`src/rtl/mod3_bit_serializer.sv`:
```
// rtl/mod3_bit_serializer.sv - MSB-first word serializer feeding the serial mod-3 detector.
// Optional reference remainder checker enabled by defining MOD3_REF_EN.
module mod3_bit_serializer #(
  parameter int WIDTH = 8
) (
  input  logic             clk,
  input  logic             reset,
  input  logic             in_valid,
  input  logic [WIDTH-1:0] in_data,
  output logic             in_ready,
  output logic             ser_bit,
  output logic             ser_valid,
  output logic             frame_clr,
  output logic             done,
  input  logic             det_out,
  output logic             exp_mult3,
  output logic             mismatch
);

  localparam int CW = $clog2(WIDTH + 1);

  typedef enum logic [1:0] {
    IDLE  = 2'd0,
    CLR   = 2'd1,
    SHIFT = 2'd2,
    DONE  = 2'd3
  } state_t;

  state_t           state;
  state_t           state_next;
  logic [WIDTH-1:0] shreg;
  logic [CW-1:0]    cnt;
  logic             accept;

  assign accept = in_valid && (state == IDLE);

  always_ff @(posedge clk or posedge reset) begin
    if (reset) begin
      state <= IDLE;
    end else begin
      state <= state_next;
    end
  end

  always_comb begin
    state_next = state;
    case (state)
      IDLE:    if (in_valid) state_next = CLR;
      CLR:     state_next = SHIFT;
      SHIFT:   if (cnt == CW'(1)) state_next = DONE;
      DONE:    state_next = IDLE;
      default: state_next = IDLE;
    endcase
  end

  always_comb begin
    in_ready  = (state == IDLE);
    frame_clr = (state == CLR);
    ser_valid = (state == SHIFT);
    done      = (state == DONE);
    ser_bit   = (state == SHIFT) && shreg[WIDTH-1];
  end

  // The counter is loaded with WIDTH and SHIFT exits at 1, so it never wraps.
  always_ff @(posedge clk or posedge reset) begin
    if (reset) begin
      shreg <= '0;
      cnt   <= '0;
    end else if (accept) begin
      shreg <= in_data;
      cnt   <= CW'(WIDTH);
    end else if (state == SHIFT) begin
      shreg <= {shreg[WIDTH-2:0], 1'b0};
      cnt   <= cnt - CW'(1);
    end
  end

`ifdef MOD3_REF_EN
  logic [1:0] rem;
  logic       exp_now;

  assign exp_now   = (state == DONE) && (rem == 2'd0);
  assign exp_mult3 = exp_now;

  // Remainder of the bits sent so far, tracked exactly as the detector would.
  always_ff @(posedge clk or posedge reset) begin
    if (reset) begin
      rem <= 2'd0;
    end else if (state == CLR) begin
      rem <= 2'd0;
    end else if (state == SHIFT) begin
      case (rem)
        2'd0:    rem <= ser_bit ? 2'd1 : 2'd0;
        2'd1:    rem <= ser_bit ? 2'd0 : 2'd2;
        2'd2:    rem <= ser_bit ? 2'd2 : 2'd1;
        default: rem <= 2'd0;
      endcase
    end
  end

  always_ff @(posedge clk or posedge reset) begin
    if (reset) begin
      mismatch <= 1'b0;
    end else if ((state == DONE) && (det_out != exp_now)) begin
      mismatch <= 1'b1;
    end
  end
`else
  logic unused_det;
  assign unused_det = det_out;
  assign exp_mult3  = 1'b0;
  assign mismatch   = 1'b0;
`endif

endmodule

```
`config.mk`:
```
export PLATFORM = sky130hd
export DESIGN_NAME = mod3_bit_serializer
export DESIGN_NICKNAME = d
export VERILOG_FILES = /design/src/rtl/mod3_bit_serializer.sv
export SDC_FILE = /design/constraint.sdc
export NUM_CORES = 1
export LEC_CHECK = 0
export BUFFER_PORTS_ARGS = -buffer_cell sky130_fd_sc_hd__buf_4
export CORE_UTILIZATION = 50
export CTS_CLUSTER_DIAMETER = 100
export DETAILED_ROUTE_END_ITERATION = 6
export HOLD_SLACK_MARGIN = 0.06
export PLACE_DENSITY = 0.76
export SETUP_SLACK_MARGIN = 0.3
export SYNTH_ARGS = -nofsm -noshare
export SYNTH_HDL_FRONTEND = slang
export SYNTH_SLANG_ARGS = --single-unit
```
`constraint.sdc`:
```
create_clock -name clk -period 1.9 [get_ports clk]
set_input_delay 0.38 -clock clk [delete_from_list [all_inputs] [get_ports clk]]
set_output_delay 0.38 -clock clk [all_outputs]
set_load 0.02 [all_outputs]
```
# Word-level counts from Yosys, hierarchy flattened
# Index checks and enable logic that the tools add are counted.
# totals
reg_bits,14
input_bits,12
output_inout_bits,7
wordCells,22
# classes
add_sub_neg,1
n_eq_ne,6
mux,7
n_reduce_logical,5
# op_table
op,count
$mux W8,2
$mux W4,2
$pmux W2 S4,1
$eq A2 B2 Y1 const B,2
$eq A4 B1 Y1 const B,1
$mux W2,2
$sub A4 B1 Y4 const B,1
$eq A2 B1 Y1 const B,1
$logic_and A1 B1 Y1,2
$logic_not A2 Y1,1
$ne A2 B1 Y1 const B,1
$ne A2 B2 Y1 const B,1
$reduce_and A2 Y1,1
$reduce_bool A2 Y1,1

# Longest topological paths before layout
# Gate-level depths: netlist of the first run.
# logic_depth
depth_word,3
mapped_depth,6
depth_no_buf,5

# Least setup slack after synthesis of the first run
# Ideal clock, no wire load.
# synth_timing
path_type,register -> output
from,register state[0]
to,output port ser_bit
t_arrival_ns,1.444
required_ns,1.520
setup_slack_ns,0.076
stages_incl_launch_ff,6
n_path_buf,2
path_cell_list,dfrtp_1 -> inv_1 -> ha_1 -> buf_2 -> buf_2 -> and2_1
# synth_between
elab_chain_cells,2
# synth_rtl
element,line_no,text
from (decl),29,state_t state;
from (signal assigned),41,state <= state_next;
$eq A2 B2 Y1,--,
via ser_valid,12,"output logic ser_valid,"
$logic_and A1 B1 Y1,61,ser_bit = (state == SHIFT) && shreg[WIDTH-1];
to (decl),11,"output logic ser_bit,"
# The timed path passes the listed nets, and every way through them passes these cells.

# Final worst setup path of the first run
# layout_timing
from,register cnt[1]
to,register state[1]
# layout_between
elab_chain_cells,3
# layout_rtl
element,line_no,text
from (decl),32,logic [CW-1:0] cnt;
from (signal assigned),71,cnt <= CW'(WIDTH);
from (signal assigned),74,cnt <= cnt - CW'(1);
$eq A4 B1 Y1,50,SHIFT: if (cnt == CW'(1)) state_next = DONE;
$ne A2 B1 Y1 (no line),--,
$reduce_and A2 Y1 (no line),--,
# No other way between the ends.
# A chain may end at the register's enable or synchronous reset.

==> results of run 1 <==
## report_power, final
part           leakage [nW]  internal [mW]  switching [mW]
clock network        0.0210          0.116          0.0951
logic                 0.285          0.490           0.425
registers             0.170          0.449          0.0985
total                 0.477           1.05           0.618
## worst register-to-register path, stage by stage, from the launching register on
cell and delay [ps]:
dfrtp_1 390, inv_1 90, ha_1 140, or3b_1 360, a21oi_2 190, mux2_4 310
## registers in the layout, indices dropped and copies added (netlist names)
signal / flops
cnt: 4
state: 2
shreg: 8
## how the worst max path moves through the flow
stage                                      end  cells past startpoint            startpoint  slack [ps]
after floorplan                        ser_bit                      5  state[0]$_DFFE_PP0P_         310
after global placement    state[1]$_DFFE_PP0P_                      5    cnt[1]$_DFFE_PP0P_         350
after detailed placement  state[1]$_DFFE_PP0P_                      5    cnt[1]$_DFFE_PP0P_         290
after CTS                              ser_bit                      4  state[0]$_DFFE_PP0P_         300
after global routing      state[1]$_DFFE_PP0P_                      5    cnt[1]$_DFFE_PP0P_         250
final                     state[1]$_DFFE_PP0P_                      5    cnt[1]$_DFFE_PP0P_         300
## area by class of cell
| type | instances | area [um^2] |
|---|---|---|
| fillers | 92 | 372 |
| repair buffers | 24 | 184 |
| multi-input cells | 49 | 369 |
| inverters | 5 | 18.8 |
| flip-flops and latches | 14 | 352 |
| well taps | 15 | 18.8 |
| clock buffers | 4 | 36.3 |
## cell families (layout without fill, tap and decap cells)
kind of cell             Yosys count  in the layout  share of synthesized area
flip-flops                        14             14                      0.469
buffers and inverters             11             33                     0.0687
other                              1              2                    0.00502
AO/OA/AOI/OAI                     11             11                     0.0871
adder cells (fa/ha/maj)            6              6                      0.100
multiplexers                       8              8                      0.109
AND/OR/NAND/NOR                   19             19                      0.126
XOR/XNOR                           3              3                     0.0352
## placed cells by master (no fill, tap or decap), types with 2 or more instances in the layout
master	count
buf_4	23
dfrtp_1	13
nand2_1	9
o21ai_0	8
mux2i_1	7
inv_1	4
ha_1	4
nor2_1	3
clkbuf_4	3
xnor2_1	2
nand2b_1	2
conb_1	2
## through the flow
stage          cells  instance area (um^2)  worst slack [ps]  total power [mW]   util
2_1_floorplan     74                   769               308              1.13      -
3_3_place_gp      99                   871               346              1.26  0.645
3_5_place_dp      99                   871               288              1.30  0.645
4_1_cts          108                   945               304              1.59  0.700
5_1_grt          111                   978               247              1.81  0.725
6_report         111                   978               305              1.67  0.725
## layer usage
metal / vias to the layer above / track usage / wire length [um]
met3: 2 / 0.0489 / 35
met4: 0 / 0.100 / 16
li1: 281 / - / -
met5: - / 0 / 0
met2: 11 / 0.313 / 605
met1: 261 / 0.230 / 601
## what timing repair did
item | in CTS | in global routing
endpoints found under the hold margin | 0 | 0
resized for setup | 0 | 5
endpoints found under the setup margin | 3 | 3
setup buffers | 5 | 3
hold buffers | 0 | 0
pin swaps | 1 | 2
==> results.yml, run 1 <==
outcome:
  status: "complete, no violations"
timing:
  hold_viol: 0
  max_slew_margin: 0.642
  period_needed_ps: 1600
  max_freq_mhz: 627
  rsz0062_at_grt: "true"
  hold_ws_ps: 139
  tightest_slew_ps: 537
  skew_ps: 2.10
  fin_tns_setup_ps: 0
  slew_violations: 0
  setup_viol: 0
  timing.final.crit_share: 0.840
drt:
  viasPerCell: 5.00
  wl_per_cell_um: 11.3
  drtPass1Iterations: 4
  detail-route-antenna-nets: 0
  num_vias: 555
  drcViolationCount: 0
  finalWirelength_um: 1260
  dr.first_iter.drc_count: 13
pwr:
  peakVddDrop_mv: 0.959
  p_leak_nw: 0.477
  power.density_mw_per_mm2: 1710
worst_setup_path:
  cp-start-kind: "flop"
  timing.rr.start: "cnt[1]$_DFFE_PP0P_"
  cp_top_family: "flip-flops"
  cp_max_fo: 2
  path_class: "reg2reg"
  r2r_cells: 5
  r2r_end: "state[1]$_DFFE_PP0P_"
  end_kind: "flop"
  arrival_ps: 1760
  critPathRequiredTime_ps: 2060
  worst_path_max_delay_cell: "dfrtp_1"
  rrSetupSlack_ps: 300
  crit_chain: "inv_1, ha_1, or3b_1, a21oi_2, mux2_4"
  worst-path-buf-inv: 1
  critPathMaxStageDelay_ps: 390
clocking:
  numClockSinks: 14
  cts-root-buf: "clkbuf_4"
  path_clk_slew_ps: 90
  cts_htree_levels: 1
  numCtsBuffers: 3
  worstSkewPairLatency_ps: 270
  clk_path_buf_depth: 2
  tritoncts: "done"
synth:
  synth_cell_type_count: 22
  synth.most_common_cell: "dfrtp_1"
  synthFlopType: "dfrtp_1"
  synthesis.area_um2: 747
  synth_top_area_share: 0.469
  yosysTopAreaCell: "dfrtp_1"
  synthTopCellsByArea: "dfrtp_1 (47%), ha_1 (10%), mux2i_1 (9.4%)"
  ys_ff_latch: 14
  avgSynthCellArea_um2: 10.2
  synth_top_cells_by_count: "dfrtp_1 (14), nand2_1 (9), o21ai_0 (8), mux2i_1 (7), ha_1 (6)"
  yosysSeqAreaShare: 0.469
  yosysWarnings: 0
  synth_cells: 73
  ys_async_sr_fraction: 1.00
  synth_edf_count: 0
place:
  io_buffers: 15
  dp_hpwl_um: 824
  place_congestion: 0.620
global_routing:
  antenna_found_initial: 0
  grt_max_degree: 21
  grt_pass1_wl_um: 2030
  grt_usage: 0.191
  grt_pass1_vias: 486
  gr-total-overflow: 0
cells_and_area:
  final_nets: 115
  diodes: 0
  area_growth_pct: 31.0
  drive_above_1_share: 0.365
floorplanning:
  die_w_um: 40.7
  die_y_um: 40.7
  fp-row-count: 13
  ios: 19
  start_util: 0.553
  coreArea_mm2: 0.00135
  dieArea_mm2: 0.00165
job:
  drv_cap: 0
min_path:
  holdCritPathClass: "in2async"
Power figures use the tool's default switching activity.
==> inputs of run 2 (changes only) <==
--- a/config.mk
+++ b/config.mk
@@ -6,11 +6,11 @@
 export NUM_CORES = 1
 export LEC_CHECK = 0
 export BUFFER_PORTS_ARGS = -buffer_cell sky130_fd_sc_hd__buf_4
-export CORE_UTILIZATION = 50
+export CORE_UTILIZATION = 45
 export CTS_CLUSTER_DIAMETER = 100
 export DETAILED_ROUTE_END_ITERATION = 6
 export HOLD_SLACK_MARGIN = 0.06
-export PLACE_DENSITY = 0.76
+export PLACE_DENSITY = 0.72
 export SETUP_SLACK_MARGIN = 0.3
 export SYNTH_ARGS = -nofsm -noshare
 export SYNTH_HDL_FRONTEND = slang
==> constraint.sdc (replaced) <==
create_clock -name clk -period 1.35 [get_ports clk]
set_input_delay 0.27 -clock clk [delete_from_list [all_inputs] [get_ports clk]]
set_output_delay 0.27 -clock clk [all_outputs]
set_load 0.02 [all_outputs]
==> run 2 against run 1 <==
Largest power group unchanged. Global-route usage grew 5.9 points. Non-clock buffer count increased by 15. Clock power up 45%. The flow now finishes with violations (negative setup slack). Critical endpoint unchanged. Cell count increased by 17%.
==> results.yml, run 2 (synthesis results as in run 1) <==
drt:
  dr.first_iter.drc_count: 12
  drtPass1Iterations: 4
  viasPerCell: 5.18
  wl_per_cell_um: 16.7
  detail-route-antenna-nets: 0
  drcViolationCount: 0
  num_vias: 674
  finalWirelength_um: 2180
worst_setup_path:
  timing.rr.start: "cnt[1]$_DFFE_PP0P_"
  cp_max_fo: 2
  critPathMaxStageDelay_ps: 420
  crit_chain: "inv_2, ha_4, or3b_4, a21oi_4, mux2_4"
  cp-start-kind: "flop"
  critPathRequiredTime_ps: 1520
  end_kind: "flop"
  worst_path_max_delay_cell: "dfrtp_1"
  arrival_ps: 1770
  r2r_cells: 5
  critPathLaunch: "cnt[1]$_DFFE_PP0P_"
  path_class: "reg2reg"
global_routing:
  antenna_found_initial: 0
  grt_pass1_wl_um: 3290
  grt_usage: 0.250
  gr-total-overflow: 0
  grt_max_degree: 15
  grt_pass1_vias: 687
min_path:
  min_from: "in_data[1]"
  min_path_cells: 3
  holdCritPathClass: "in2reg"
place:
  io_buffers: 15
  place_congestion: 0.787
  dp_slack_ps: -255
  dp_hpwl_um: 1030
clocking:
  cts_htree_levels: 1
  numCtsBuffers: 3
  numClockSinks: 14
  cts-root-buf: "clkbuf_4"
  worstSkewPairLatency_ps: 280
  path_clk_slew_ps: 90
  clk_path_buf_depth: 2
  tritoncts: "done"
floorplanning:
  die_w_um: 42.7
  ios: 19
  fp-row-count: 14
  die_y_um: 42.7
  dieArea_mm2: 0.00183
  coreArea_mm2: 0.00152
  start_util: 0.490
timing:
  slew_violations: 0
  rsz0062_at_grt: "true"
  hold_viol: 0
  period_needed_ps: 1600
  setup_viol: 9
  hold_ws_ps: 199
  max_freq_mhz: 625
  skew_ps: 5.01
  fin_ws_ps: -251
  timing.final.crit_share: 1.19
job:
  drv_cap: 0
cells_and_area:
  top_register: "shreg"
  area_growth_pct: 73.4
  reg.largest.list: "shreg: 8 flops, cnt: 4 flops, state: 2 flops"
  largest_reg_flops: 8
  diodes: 0
  final_nets: 133
  final_cell_mix: "buf_4 (21), buf_6 (15), dfrtp_1 (13)"
  layout_commonest_cell: "buf_4"
  drive_above_1_share: 0.579
pwr:
  p_leak_nw: 0.590
  peakVddDrop_mv: 1.72
  power.density_mw_per_mm2: 2680
outcome:
  status: "finished, violations left"
  violations: "negative setup slack"
run 2: cell types whose count changed in the layout (fill, tap and decap cells not counted), moves of 2 or more:
cell / change
and2_4: +5
inv_1: -3
o21ai_1: +8
ha_1: -4
buf_8: +2
buf_4: -2
o21ai_0: -8
inv_2: +2
buf_6: +14
ha_4: +5
run 2: final cells by class:
class | count | area [um^2]
clock buffers | 4 | 36.3
fillers | 87 | 229
inverters | 5 | 22.5
multi-input cells | 52 | 498
flip-flops and latches | 14 | 352
well taps | 16 | 20.0
repair buffers | 39 | 367
run 2: worst paths after layout:
kind                                              to  slack [ps]
worst min-delay path            shreg[1]$_DFFE_PP0P_         200
max in group asynchronous       state[1]$_DFFE_PP0P_         550
worst max-delay path            state[1]$_DFFE_PP0P_        -250
worst max register to register  state[1]$_DFFE_PP0P_        -250
worst min register to register  shreg[0]$_DFFE_PP0P_         550
min in group asynchronous       shreg[0]$_DFFE_PP0P_         560
run 2: what timing repair did:
action                     4_1_cts  5_1_grt
cloned                           3        0
gates resized for setup         35        8
pin swaps                       11        7
hold buffers                     1        0
setup endpoints to repair       19       33
hold endpoints to repair        14        0
setup buffers                   11        1
run 2: worst max-delay path: cells and delay by family, from the launching register on:
| kind | cells | cell delay [ps] |
|---|---|---|
| flip-flops | 1 | 420 |
| AND/OR/NAND/NOR | 1 | 380 |
| multiplexers | 1 | 310 |
| AO/OA/AOI/OAI | 1 | 160 |
| adder cells (fa/ha/maj) | 1 | 130 |
| buffers and inverters | 1 | 100 |
run 2: per-stage QoR:
stage / area, um^2 / util / cells / TNS, ps / power (mW)
2_1_floorplan: 823 / - / 74 / -266 / 1.78
3_3_place_gp: 970 / 0.636 / 110 / -224 / 2.12
3_5_place_dp: 970 / 0.636 / 110 / -362 / 2.18
4_1_cts: 1250 / 0.821 / 129 / -791 / 3.22
5_1_grt: 1290 / 0.850 / 130 / -1420 / 3.64
6_report: 1290 / 0.850 / 130 / -1040 / 3.47
run 2: power by group:
part	internal (mW)	total, mW	switching, mW
Sequential	0.632	0.789	0.158
Combinational	1.37	2.37	1.01
Clock	0.164	0.307	0.143
run 2: metal layers:
metal / global-route usage / part of all wire / up-vias
met1: 0.317 / 0.44 / 335
met3: 0.0383 / 0.021 / 4
met4: 0.0563 / 0.0096 / 0
met5: 0 / 0 / -
li1: - / - / 318
met2: 0.445 / 0.53 / 17
